<file path="config.mk">
export PLATFORM = sky130hd
export DESIGN_NAME = multdiv_issue
export DESIGN_NICKNAME = d
export VERILOG_FILES = /design/src/rtl/multdiv_issue.sv
export SDC_FILE = /design/constraint.sdc
export NUM_CORES = 1
export LEC_CHECK = 0
export ABC_AREA = 1
export ABC_CLOCK_PERIOD_IN_PS = 3700
export CAP_MARGIN = 20
export CORE_AREA = 2 2 102 104
export CTS_CLUSTER_DIAMETER = 60
export DETAILED_ROUTE_END_ITERATION = 10
export DIE_AREA = 0 0 104 106
export PLACE_DENSITY = 0.86
export SLEW_MARGIN = 20
export SYNTH_ARGS = -nofsm -noshare
export SYNTH_HDL_FRONTEND = slang
export SYNTH_SLANG_ARGS = --single-unit
export TNS_END_PERCENT = 1
</file>
<file path="constraint.sdc">
create_clock -name clock -period 3.7 [get_ports clock]
set_input_delay 0.555 -clock clock [delete_from_list [all_inputs] [get_ports clock]]
set_output_delay 0.555 -clock clock [all_outputs]
set_load 0.02 [all_outputs]
</file>
<file path="src/rtl/multdiv_issue.sv">
// Issue/writeback sequencer for an external multiplier/divider: latches one
// instruction, pulses the unit, waits for its result (or a timeout), then writes back.
module multdiv_issue #(
    parameter int TIMEOUT_CYCLES = 40
) (
    input  logic        clock,
    input  logic        reset,
    input  logic        issue_valid,
    input  logic        issue_isDiv,
    input  logic [31:0] issue_opA,
    input  logic [31:0] issue_opB,
    input  logic [4:0]  issue_rd,
    output logic        stall,
    output logic [31:0] md_operandA,
    output logic [31:0] md_operandB,
    output logic        md_ctrl_MULT,
    output logic        md_ctrl_DIV,
    input  logic [31:0] md_result,
    input  logic        md_exception,
    input  logic        md_resultRDY,
    output logic        wb_valid,
    output logic [4:0]  wb_rd,
    output logic [31:0] wb_data,
    output logic        wb_exception,
    output logic        timeout,
    output logic [1:0]  dbg_state
);

    localparam int CNT_W = $clog2(TIMEOUT_CYCLES) + 1;

    typedef enum logic [1:0] {
        IDLE  = 2'd0,
        START = 2'd1,
        WAIT  = 2'd2,
        DONE  = 2'd3
    } state_t;

    state_t           state;
    state_t           state_next;
    logic [CNT_W-1:0] count;
    logic             isdiv_q;
    logic [4:0]       rd_q;
    logic [31:0]      opa_q;
    logic [31:0]      opb_q;
    logic             at_limit;

    assign at_limit    = (count == CNT_W'(TIMEOUT_CYCLES - 1));
    assign md_operandA = opa_q;
    assign md_operandB = opb_q;
    assign wb_rd       = rd_q;
    assign dbg_state   = state;

    always_comb begin
        state_next   = state;
        stall        = 1'b0;
        md_ctrl_MULT = 1'b0;
        md_ctrl_DIV  = 1'b0;
        wb_valid     = 1'b0;
        case (state)
            IDLE: begin
                stall = issue_valid;
                if (issue_valid) state_next = START;
            end
            START: begin
                stall        = 1'b1;
                md_ctrl_MULT = ~isdiv_q;
                md_ctrl_DIV  = isdiv_q;
                state_next   = WAIT;
            end
            WAIT: begin
                stall = 1'b1;
                if (md_resultRDY || at_limit) state_next = DONE;
            end
            DONE: begin
                // Pipeline advances here; a high issue_valid is the completing instruction.
                wb_valid   = 1'b1;
                state_next = IDLE;
            end
            default: state_next = IDLE;
        endcase
        // A reset cycle aborts everything, so nothing may escape combinationally.
        if (reset) begin
            stall        = 1'b0;
            md_ctrl_MULT = 1'b0;
            md_ctrl_DIV  = 1'b0;
            wb_valid     = 1'b0;
        end
    end

    always_ff @(posedge clock) begin
        if (reset) begin
            state        <= IDLE;
            count        <= '0;
            isdiv_q      <= 1'b0;
            rd_q         <= '0;
            opa_q        <= '0;
            opb_q        <= '0;
            wb_data      <= '0;
            wb_exception <= 1'b0;
            timeout      <= 1'b0;
        end else begin
            state <= state_next;
            case (state)
                IDLE: begin
                    if (issue_valid) begin
                        isdiv_q <= issue_isDiv;
                        rd_q    <= issue_rd;
                        opa_q   <= issue_opA;
                        opb_q   <= issue_opB;
                    end
                end
                START: count <= '0;
                WAIT: begin
                    count <= count + CNT_W'(1);
                    // A real result wins over a coincident timeout.
                    if (md_resultRDY) begin
                        wb_data      <= md_result;
                        wb_exception <= md_exception;
                        timeout      <= 1'b0;
                    end else if (at_limit) begin
                        wb_data      <= '0;
                        wb_exception <= 1'b1;
                        timeout      <= 1'b1;
                    end
                end
                default: ;
            endcase
        end
    end

endmodule

</file>
After elaboration in Yosys (flattened, before gate mapping)
Cells that the tools add are included.

Bits in registers: 113. Output and inout bits: 109. Logic and storage cells: 42.

Add/sub/neg operators: 1. Reduce and logical (&&, ||, !) cells: 8. Mux-type cells: 17. Bitwise logic cells: 1. Eq/ne operators: 6.

Operator list (count): $mux 32 (2); $pmux 7 s2 (1); $mux 1 (10); $pmux 2 s4 (1); $add 7x1->7 const B (1); $eq 7x6->1 const B (1); $reduce_and 2->1 (3); $eq 2x2->1 const B (2); $mux 2 (2); $ne 2x2->1 const B (2); $reduce_bool 2->1 (2); $eq 2x1->1 const B (1); $logic_not 2->1 (1); $pmux 1 s2 (1); $reduce_or 2->1 (1); $logic_or 1x1->1 (1); $not 1->1 (1).

Logic depth before layout (Yosys ltp)
Depth in word-level cells: 4. Depth in mapped cells: 9. Gate-level depth less buffers: 8.

Worst setup path before layout
No wires, ideal clock.

Kind: register -> output. From: register state[0], in the netlist dbg_state[0]. To: output stall. Data required time: 3.145 ns. Setup slack: 1.803 ns. Arrival: 1.342 ns. Cell stages (with the launch flop): 7. Path through: dfxtp_1 inv_1 ha_1 nand2_1 inv_2 o21ai_0 inv_1.

Longest elaborated chain between the ends: 4.

RTL lines: from (decl) (RTL line 38) `state_t state;`; from (signal assigned) (RTL line 102) `state <= state_next;`; $eq 2x2->1 or $eq 2x1->1 (tied branches) (RTL line 59) `case (state)`; $reduce_or 2->1 (no line); $pmux 1 s2 (*) (RTL line 59); $mux 1 (*) (RTL line 82) `if (reset) begin`; to (decl) (RTL line 13) `output logic stall,`.

Every way passes the cells marked *; elsewhere a longest branch is shown, timed or not.

Final worst setup path
From: register state[1], in the netlist dbg_state[1]. To: output stall.

Same word-level chain as after synthesis.

==> results.yml <==
status:
  status: "completed"
synth:
  synth_flop_cell: "dfxtp_1"
  async_flop_share: 0
  syn-num-nets: 649
  synth_top_area_frac: 0.5426
  yosysMostFrequentCell: "nor2_1"
  synth_top_cell_by_area: "dfxtp_1"
  synth_area_sq_mm: 0.004169
  synthTopCellsByArea: "dfxtp_1 (54%), nor2_1 (14%), o21ai_0 (7.9%)"
  synth_edf_count: 0
  yosys_warnings: 0
  synth_common_cells: "nor2_1 (152), dfxtp_1 (113), nand2_1 (82)"
  synth.distinct_cells: 24
  synth_seq_cells: 113
  ys_seq_area_frac: 0.5426
  syn_area_per_cell_sq_um: 7.793
  synth_cells: 535
placed_design:
  place_hpwl_um: 8526
  post-place-ws_ns: 1.184
  io_buffers: 215
  place_congestion: 0.8204
  dp_cells: 857
sta:
  setup_viol: 0
  hold_viol_final: 0
  max_freq_ghz: 0.3525
  slew-limit-headroom: 0.5174
  max_slew.worst_pin.slew_ns: 0.7239
  period_share: 0.7667
  skew_ns: 0.004680
  rsz0062_at_grt: "no"
  setup_ws_ns: 0.8633
  min_period_ns: 2.837
  final_max_slew_viol_count: 0
  setup_tns_ns: 0
grt:
  grt_use_total: 0.2236
  grt_antenna_before_repair: 0
  met3_usage: 0.1036
  met2_usage: 0.3802
  grt_pass1_vias: 4123
  busiest_layer: "met2"
  met1_usage: 0.2453
  grt.overflow.total: 0
  grt_pass1_wl_um: 19660
  grt_max_degree: 76
clock_tree:
  cts-root-buf: "clkbuf_8"
  postCtsHoldBufs: 0
  cts_buffer_depth: 2
  clk_latency_ns: 0.51
  cts_made_buffers: 17
  clkSinkCount: 113
  h-tree-depth: 4
  post_cts_buffers: 0
  cts_tree: "done"
  ctsResizeCount: 0
  cts.clk_slew.worst_paths_ns: 0.06
setup_path:
  cp_common_cell: "inv_1"
  cp_data_required_time_ns: 3.14
  slowest_stage: "clkdlybuf4s50_1"
  path_cells: "inv_1, ha_1, o21ai_0, inv_1, clkdlybuf4s50_1"
  crit_fanout: 8
  cp_top_family: "buffers and inverters"
  r2r_slack_ns: 1.92
  critPathArrivalTime_ns: 2.28
  critPathLaunchType: "register"
  cp-end-kind: "output pin"
  cpPeakStageDelay_ns: 0.59
  path_class: "register to output pin"
  crit_buf_inv: 3
floorplanning:
  chipWidth_um: 104
  die_h_um: 106
  io_pins: 216
  dieArea_sq_mm: 0.01102
  start_util: 0.4169
  rows: 37
  coreArea_sq_mm: 0.01000
power_and_ir_drop:
  ir_worst_vdd_mv: 0.3388
  p_per_area_mw_per_mm2: 710.1
  p_leak_nw: 2.623
route:
  viasPerCell: 4.749
  drtIter0Drc: 217
  route.detailed.drc: 0
  wire_per_inst_um: 13.83
  vias: 4217
  drtPass1Iterations: 4
  wirelength_um: 12280
  ant_nets: 0
cells_and_area:
  drive_gt1_frac: 0.06516
  instances_no_fill: 888
  syn2layout_area_growth_pct: 65.43
  insertedDiodeCount: 0
  post-route-util: 0.6897
  num-nets-final: 854
flow_run:
  maxCapViolCount: 0
min_path:
  min_path_type: "register to register"
report_power, final:
part           internal (mW)  switching (mW)
logic                  0.773           0.972
registers               1.49           0.150
clock network          0.948           0.561
registers in the layout, indices dropped and copies added (netlist names):
name,count
wb_data,32
wb_rd,5
count,7
isdiv_q,1
timeout,1
dbg_state,2
md_operandB,32
wb_exception,1
md_operandA,32
final timing paths:
path	start	depth (start not counted)	endpoint
hold reg to reg	wb_data[23]	2	wb_data[23]
setup reg to reg	dbg_state[0]	6	wb_data[8]
setup / recovery	dbg_state[1]	5	stall
hold / removal	wb_data[23]	2	wb_data[23]
logic make-up (layout without fill, tap and decap cells):
kind of cell | Yosys count | after routing | share of synthesized area
compound gates | 115 | 115 | 0.1408
fa+ha+maj | 7 | 7 | 0.02101
buf+inv | 51 | 268 | 0.06032
flops | 113 | 113 | 0.5426
simple gates | 249 | 249 | 0.2353
per-stage QoR:
stage / instance area, sq um / hold WS, ns / total power [mW]
floorplan: 4169 / 0.4456 / 2.620
global placement: 6340 / 0.4472 / 3.362
detailed placement: 6340 / 0.4514 / 3.416
CTS: 6897 / 0.4601 / 4.947
global route: 6897 / 0.4763 / 5.184
finish: 6897 / 0.4573 / 4.897
placed cells by master (no fill, tap or decap), drive strengths merged:
cell type and instances:
clkdlybuf4s50 215, nor2 153, dfxtp 113, nand2 85
o21ai 73, a21oi 42, inv 19, clkbuf 17
ha 7, clkinvlp 6, nand3 6, clkinv 5
buf 4, nor3 4, bufinv 2, nand3b 1
worst register-to-register path: cells and delay by family, from the launching register on:
kind / cells / cell delay (ns)
AO/OA/AOI/OAI: 1 / 0.17
adder cells (fa/ha/maj): 1 / 0.36
buffers and inverters: 2 / 0.54
flip-flops: 1 / 0.36
AND/OR/NAND/NOR: 2 / 0.28
layer usage:
metal | part of all wire | routed length, um | vias up
met5 | 0 | 0 | -
met4 | 0.019 | 234 | 0
met3 | 0.094 | 1159 | 17
met2 | 0.49 | 6052 | 176
met1 | 0.39 | 4834 | 1911
li1 | - | - | 2113
final cells by class:
class	instances	area, sq um
clock buffer	17	414.1
sequential	113	2262
clock inverter	14	142.6
multi-input combinational	371	1658
fill	815	3103
inverter	18	67.56
tap	136	170.2
timing repair buffer	219	2182
(Power assumes the default switching activity.)
